==> config.mk <==
export PLATFORM = sky130hd
export DESIGN_NAME = wb_master_engine
export DESIGN_NICKNAME = d
export VERILOG_FILES = /design/src/rtl/wb_master_pkg.sv /design/src/rtl/wb_master_timeout.sv /design/src/rtl/wb_master_engine.sv
export SDC_FILE = /design/constraint.sdc
export NUM_CORES = 1
export LEC_CHECK = 0
export CORE_MARGIN = 5
export CORE_UTILIZATION = 46
export DETAILED_ROUTE_END_ITERATION = 8
export PLACE_DENSITY = 0.92
export SETUP_SLACK_MARGIN = 0.15
export SKIP_LAST_GASP = 1
export SYNTH_ARGS = -nofsm -noshare
export SYNTH_HDL_FRONTEND = slang
export SYNTH_SLANG_ARGS = --single-unit
==> constraint.sdc <==
create_clock -name wb_clk_i -period 3.6 [get_ports wb_clk_i]
set_clock_uncertainty 0.2 [all_clocks]
set_input_delay 0.54 -clock wb_clk_i [delete_from_list [all_inputs] [get_ports wb_clk_i]]
set_output_delay 0.54 -clock wb_clk_i [all_outputs]
set_load 0.03 [all_outputs]
==> src/rtl/wb_master_pkg.sv <==
`default_nettype none
// ============================================================================
// Module : wb_master_pkg
// Desc   : Shared constants for the Wishbone single-transfer initiator:
//          FSM encoding, default timeout, error data and peripheral map.
// Rev    : 1.0  initial release
// ============================================================================
package wb_master_pkg;

  localparam logic [1:0] c_state_idle = 2'd0;
  localparam logic [1:0] c_state_bus  = 2'd1;
  localparam logic [1:0] c_state_resp = 2'd2;

  typedef enum logic [1:0] {
    ST_IDLE = c_state_idle,
    ST_BUS  = c_state_bus,
    ST_RESP = c_state_resp
  } state_t;

  localparam int          c_timeout_cycles_default = 255;
  localparam logic [31:0] c_err_data               = 32'h0000_0000;

  // Peripheral windows reachable from on-chip initiators
  localparam logic [31:0] c_periph_base_0 = 32'h3000_0000;
  localparam logic [31:0] c_periph_base_1 = 32'h3000_0100;
  localparam logic [31:0] c_periph_base_2 = 32'h3000_0200;
  localparam logic [31:0] c_periph_base_3 = 32'h3000_0300;
  localparam logic [31:0] c_periph_base_4 = 32'h3000_1000;
  localparam logic [31:0] c_periph_base_5 = 32'h3000_2000;

endpackage : wb_master_pkg
`default_nettype wire

==> src/rtl/wb_master_timeout.sv <==
`default_nettype none
// ============================================================================
// Module : wb_master_timeout
// Desc   : Clear/enable counter that flags the last permitted wait cycle of a
//          Wishbone transfer (count == TIMEOUT_CYCLES-1).
// Rev    : 1.0  initial release
// ============================================================================
module wb_master_timeout #(
  parameter int TIMEOUT_CYCLES = 255,
  parameter int TO_W           = 16
) (
  input  logic clk,
  input  logic rst,
  input  logic i_clear,
  input  logic i_enable,
  output logic o_expire
);

  localparam logic [TO_W-1:0] c_limit = TO_W'(TIMEOUT_CYCLES - 1);

  logic [TO_W-1:0] r_count;

  always_ff @(posedge clk) begin
    if (rst) begin
      r_count <= '0;
    end else if (i_clear) begin
      r_count <= '0;
    end else if (i_enable) begin
      r_count <= r_count + 1'b1;
    end
  end

  assign o_expire = (r_count == c_limit);

endmodule : wb_master_timeout
`default_nettype wire

==> src/rtl/wb_master_engine.sv <==
`default_nettype none
// ============================================================================
// Module : wb_master_engine
// Desc   : Wishbone classic initiator: one command in, one bus cycle, one
//          response out. Define WB_MASTER_TIMEOUT_EN to abort unACKed cycles.
// Rev    : 1.0  initial release
// ============================================================================
module wb_master_engine
  import wb_master_pkg::*;
#(
  parameter int TIMEOUT_CYCLES = c_timeout_cycles_default,
  parameter int TO_W           = 16
) (
  input  logic        wb_clk_i,
  input  logic        wb_rst_i,
  input  logic        cmd_valid_i,
  output logic        cmd_ready_o,
  input  logic        cmd_we_i,
  input  logic [3:0]  cmd_sel_i,
  input  logic [31:0] cmd_adr_i,
  input  logic [31:0] cmd_dat_i,
  output logic        rsp_valid_o,
  input  logic        rsp_ready_i,
  output logic [31:0] rsp_dat_o,
  output logic        rsp_err_o,
  output logic        wbm_cyc_o,
  output logic        wbm_stb_o,
  output logic        wbm_we_o,
  output logic [3:0]  wbm_sel_o,
  output logic [31:0] wbm_adr_o,
  output logic [31:0] wbm_dat_o,
  input  logic [31:0] wbm_dat_i,
  input  logic        wbm_ack_i
);

  // An illegal timeout configuration keeps the command port closed
  localparam logic c_cfg_ok = (TIMEOUT_CYCLES >= 1) && (TIMEOUT_CYCLES <= 65535) &&
                              (TO_W >= 1) && (TO_W <= 32) &&
                              (64'(TIMEOUT_CYCLES) < (64'd1 << TO_W));

  state_t      r_state;
  state_t      w_state_nxt;

  logic        r_cyc;
  logic        r_we;
  logic [3:0]  r_sel;
  logic [31:0] r_adr;
  logic [31:0] r_dat;
  logic        r_rsp_valid;
  logic        r_rsp_err;
  logic [31:0] r_rsp_dat;

  logic        w_cyc_nxt;
  logic        w_we_nxt;
  logic [3:0]  w_sel_nxt;
  logic [31:0] w_adr_nxt;
  logic [31:0] w_dat_nxt;
  logic        w_rsp_valid_nxt;
  logic        w_rsp_err_nxt;
  logic [31:0] w_rsp_dat_nxt;

  logic        w_accept;
  logic        w_expire;

  assign cmd_ready_o = (r_state == ST_IDLE) && c_cfg_ok;
  assign w_accept    = cmd_valid_i && cmd_ready_o;

`ifdef WB_MASTER_TIMEOUT_EN
  logic w_bus_wait;

  assign w_bus_wait = (r_state == ST_BUS) && !wbm_ack_i;

  wb_master_timeout #(
    .TIMEOUT_CYCLES (TIMEOUT_CYCLES),
    .TO_W           (TO_W)
  ) u_timeout (
    .clk      (wb_clk_i),
    .rst      (wb_rst_i),
    .i_clear  (w_accept),
    .i_enable (w_bus_wait),
    .o_expire (w_expire)
  );
`else
  assign w_expire = 1'b0;
`endif

  always_ff @(posedge wb_clk_i) begin
    if (wb_rst_i) begin
      r_state <= ST_IDLE;
    end else begin
      r_state <= w_state_nxt;
    end
  end

  always_comb begin
    w_state_nxt     = r_state;
    w_cyc_nxt       = r_cyc;
    w_we_nxt        = r_we;
    w_sel_nxt       = r_sel;
    w_adr_nxt       = r_adr;
    w_dat_nxt       = r_dat;
    w_rsp_valid_nxt = r_rsp_valid;
    w_rsp_err_nxt   = r_rsp_err;
    w_rsp_dat_nxt   = r_rsp_dat;

    case (r_state)
      ST_IDLE: begin
        if (w_accept) begin
          w_we_nxt    = cmd_we_i;
          w_sel_nxt   = cmd_sel_i;
          w_adr_nxt   = cmd_adr_i;
          w_dat_nxt   = cmd_dat_i;
          w_cyc_nxt   = 1'b1;
          w_state_nxt = ST_BUS;
        end
      end
      ST_BUS: begin
        // ACK in the final permitted cycle takes priority over the timeout
        if (wbm_ack_i) begin
          w_cyc_nxt       = 1'b0;
          w_rsp_dat_nxt   = r_we ? c_err_data : wbm_dat_i;
          w_rsp_err_nxt   = 1'b0;
          w_rsp_valid_nxt = 1'b1;
          w_state_nxt     = ST_RESP;
        end else if (w_expire) begin
          w_cyc_nxt       = 1'b0;
          w_rsp_dat_nxt   = c_err_data;
          w_rsp_err_nxt   = 1'b1;
          w_rsp_valid_nxt = 1'b1;
          w_state_nxt     = ST_RESP;
        end
      end
      ST_RESP: begin
        if (rsp_ready_i) begin
          w_rsp_valid_nxt = 1'b0;
          w_state_nxt     = ST_IDLE;
        end
      end
      default: begin
        w_cyc_nxt       = 1'b0;
        w_rsp_valid_nxt = 1'b0;
        w_state_nxt     = ST_IDLE;
      end
    endcase
  end

  always_ff @(posedge wb_clk_i) begin
    if (wb_rst_i) begin
      r_cyc       <= 1'b0;
      r_we        <= 1'b0;
      r_sel       <= 4'h0;
      r_adr       <= 32'h0;
      r_dat       <= 32'h0;
      r_rsp_valid <= 1'b0;
      r_rsp_err   <= 1'b0;
      r_rsp_dat   <= 32'h0;
    end else begin
      r_cyc       <= w_cyc_nxt;
      r_we        <= w_we_nxt;
      r_sel       <= w_sel_nxt;
      r_adr       <= w_adr_nxt;
      r_dat       <= w_dat_nxt;
      r_rsp_valid <= w_rsp_valid_nxt;
      r_rsp_err   <= w_rsp_err_nxt;
      r_rsp_dat   <= w_rsp_dat_nxt;
    end
  end

  assign wbm_cyc_o   = r_cyc;
  assign wbm_stb_o   = r_cyc;
  assign wbm_we_o    = r_we;
  assign wbm_sel_o   = r_sel;
  assign wbm_adr_o   = r_adr;
  assign wbm_dat_o   = r_dat;
  assign rsp_valid_o = r_rsp_valid;
  assign rsp_err_o   = r_rsp_err;
  assign rsp_dat_o   = r_rsp_dat;

endmodule : wb_master_engine
`default_nettype wire
==> results.md <==
- Power Density: 376 mW/mm^2
- DRT Pass-1 Iters: 6
- CTS tree: built
- Cells after synthesis: 465
- Unrepaired setup endpoints after global routing: no
- Synth top area cells: dfxtp_1 44%, nand2b_1 22%, mux2i_1 21%, or3b_2 5.6%, clkbuf_1 1.6%
- Pin count of the biggest net entering global routing: 119
- Setup_tns: 0 ns
- Share of cells above drive strength 1: 0.0809
- Commonest cells post-synth: 173 x nand2b_1, 105 x dfxtp_1, 101 x mux2i_1, 31 x or3b_2, 20 x clkbuf_1
- Leakage: 2.62 nW
- Arr. time, crit path: 1.68 ns
- Status: finished, final reports clean
- Worst IR Drop VDD: 0.238 mV
- Worst Tran Pin Value: 0.671 ns
- RePlAce Congestion: 0.815
- Cell Area, Synth: 0.00482 sq mm
- Post-synth EDFFs: 0
- Final min period: 2.42 ns
- Via count: 3787
- Total Wirelength: 12600 um
- First-pass GRT wire length: 19700 um
- Hold slack: 0.276 ns
- Synth unique cells: 23
- Vias in the first global route: 3900
- DRT antenna net count: 0
- Post-synth ARST share: 0
- Final Cycle Share: 0.671
- Die area: 0.0126 sq mm
- WS Path Type: flop to output port
- Clock buffer depth: 2
- Synth Flop Type: dfxtp_1
- Syn_nets: 571
- Avg Inst Size Synth: 10.4 sq um
- Ant. Diodes: 0
- Cts hold-fix bufs: 0
- Die width: 112 um
- Clock H-tree levels: 3
- CP Capture Type: output port
- Register-to-register setup slack: 1.68 ns
- Clock-pin slew on the worst setup and hold paths: 0.09 ns
- Num CTS Buffers: 9
- Port buffer count: 210
- Synthesis-stage register bit count: 105
- Total number of yosys warnings: 0
- DP Cell Count: 775
- Max Fanout on Critical Path: 34
- Total global-route track usage: 0.191
- Row count: 37
- Post-CTS Setup Inserts: 0
- Clk_lat worst skew: 0.35 ns
- Fin cells: 791
- Startpoint types: flop
- WL per Instance: 16.0 um
- Layout area overhead: 47.3%
- Crit path required time: 2.86 ns
- # setup viols final: 0
- Top-area cell type share of the netlist area: 0.436
- Initial antenna violation count: 0
- Ports: 212
- HP Class: flop to flop
- Vias per cell: 4.79
- Die Ht: 112 um
- Dpl hpwl: 9320 um
- Max cap viols: 0
- CTS root buffer: clkbuf_8
- Core area: 0.0103 sq mm
- Sequential share of the synthesized area: 0.436
- Synth area leader: dfxtp_1
- DRC marker count from the first detailed-route iteration: 193
- GRT overflow: 0
- CTS sink count: 105
- Rel. slew slack: 0.553
- Drc violations: 0
- Initial core utilization: 0.469
- Post-CTS Resized: 0
- Top-count cell post-synth: nand2b_1
- Slew Limit Fails: 0
- Final Hold Fails: 0
- Fmax: 414 MHz
- Nets: 756
## layer usage
layer  global-route usage  up-vias  wire length [um]
met5                    0        -                 0
met4               0.0873        0               393
met3               0.0399       25               697
met2                0.340      126              6370
met1                0.219     1751              5180
li1                     -     1885                 -
## worst max-delay path, stage by stage (launching register included)
cell,delay [ns]
dfxtp_1,0.32
buf_4,0.27
clkdlybuf4s50_1,0.73
## layout by cell type (no fill, tap or decap), types with 2 or more instances in the layout
master,instances
nand2b_1,173
mux2i_1,101
buf_4,4
buf_12,2
clkinv_2,2
clkbuf_8,9
clkdlybuf4s50_1,209
clkbuf_1,2
dfxtp_1,105
or3b_2,31
or3b_1,2
## cell families after synthesis
group | synth area share
buffers and inverters | 0.0514
AND/OR/NAND/NOR | 0.293
flip-flops | 0.436
other | 0.000778
AO/OA/AOI/OAI | 0.00883
multiplexers | 0.210
## registers in the layout, summed over array words and instances, names as in the netlist
signal       count
r_state          2
rsp_dat_o       32
rsp_valid_o      1
wbm_adr_o       32
wbm_cyc_o        1
wbm_dat_o       32
wbm_sel_o        4
wbm_we_o         1
## stage by stage
step / total power [mW] / setup WS (ns) / instance area (sq um) / utilization
2_1_floorplan: 1.68 / 1.99 / 4820 / -
3_3_place_gp: 1.96 / 1.22 / 6910 / 0.672
3_5_place_dp: 1.98 / 1.13 / 6910 / 0.672
4_1_cts: 2.69 / 1.17 / 7100 / 0.691
5_1_grt: 2.78 / 1.10 / 7100 / 0.691
6_report: 2.67 / 1.18 / 7100 / 0.691
## layout make-up
class / instances / area, sq um
clock buffer: 11 / 131
clock inverter: 5 / 56.3
fill: 798 / 3180
multi-input combinational: 319 / 2470
sequential: 105 / 2100
tap: 136 / 170
timing repair buffer: 215 / 2160
## report_power, final
| group | internal [mW] | total, mW | switching, mW |
|---|---|---|---|
| logic | 0.350 | 0.673 | 0.323 |
| registers | 1.24 | 1.28 | 0.0437 |
| clock network | 0.322 | 0.716 | 0.394 |
| total | 1.91 | 2.67 | 0.761 |
## path summary, 6_finish.rpt
check	from	end	depth (start not counted)
worst max-delay path	wbm_we_o	wbm_we_o	2
worst min register to register	wbm_dat_o[20]	wbm_dat_o[20]	2
worst min-delay path	wbm_dat_o[20]	wbm_dat_o[20]	2
worst max register to register	r_state[0]	rsp_dat_o[20]	3
(Power assumes the default switching activity.)
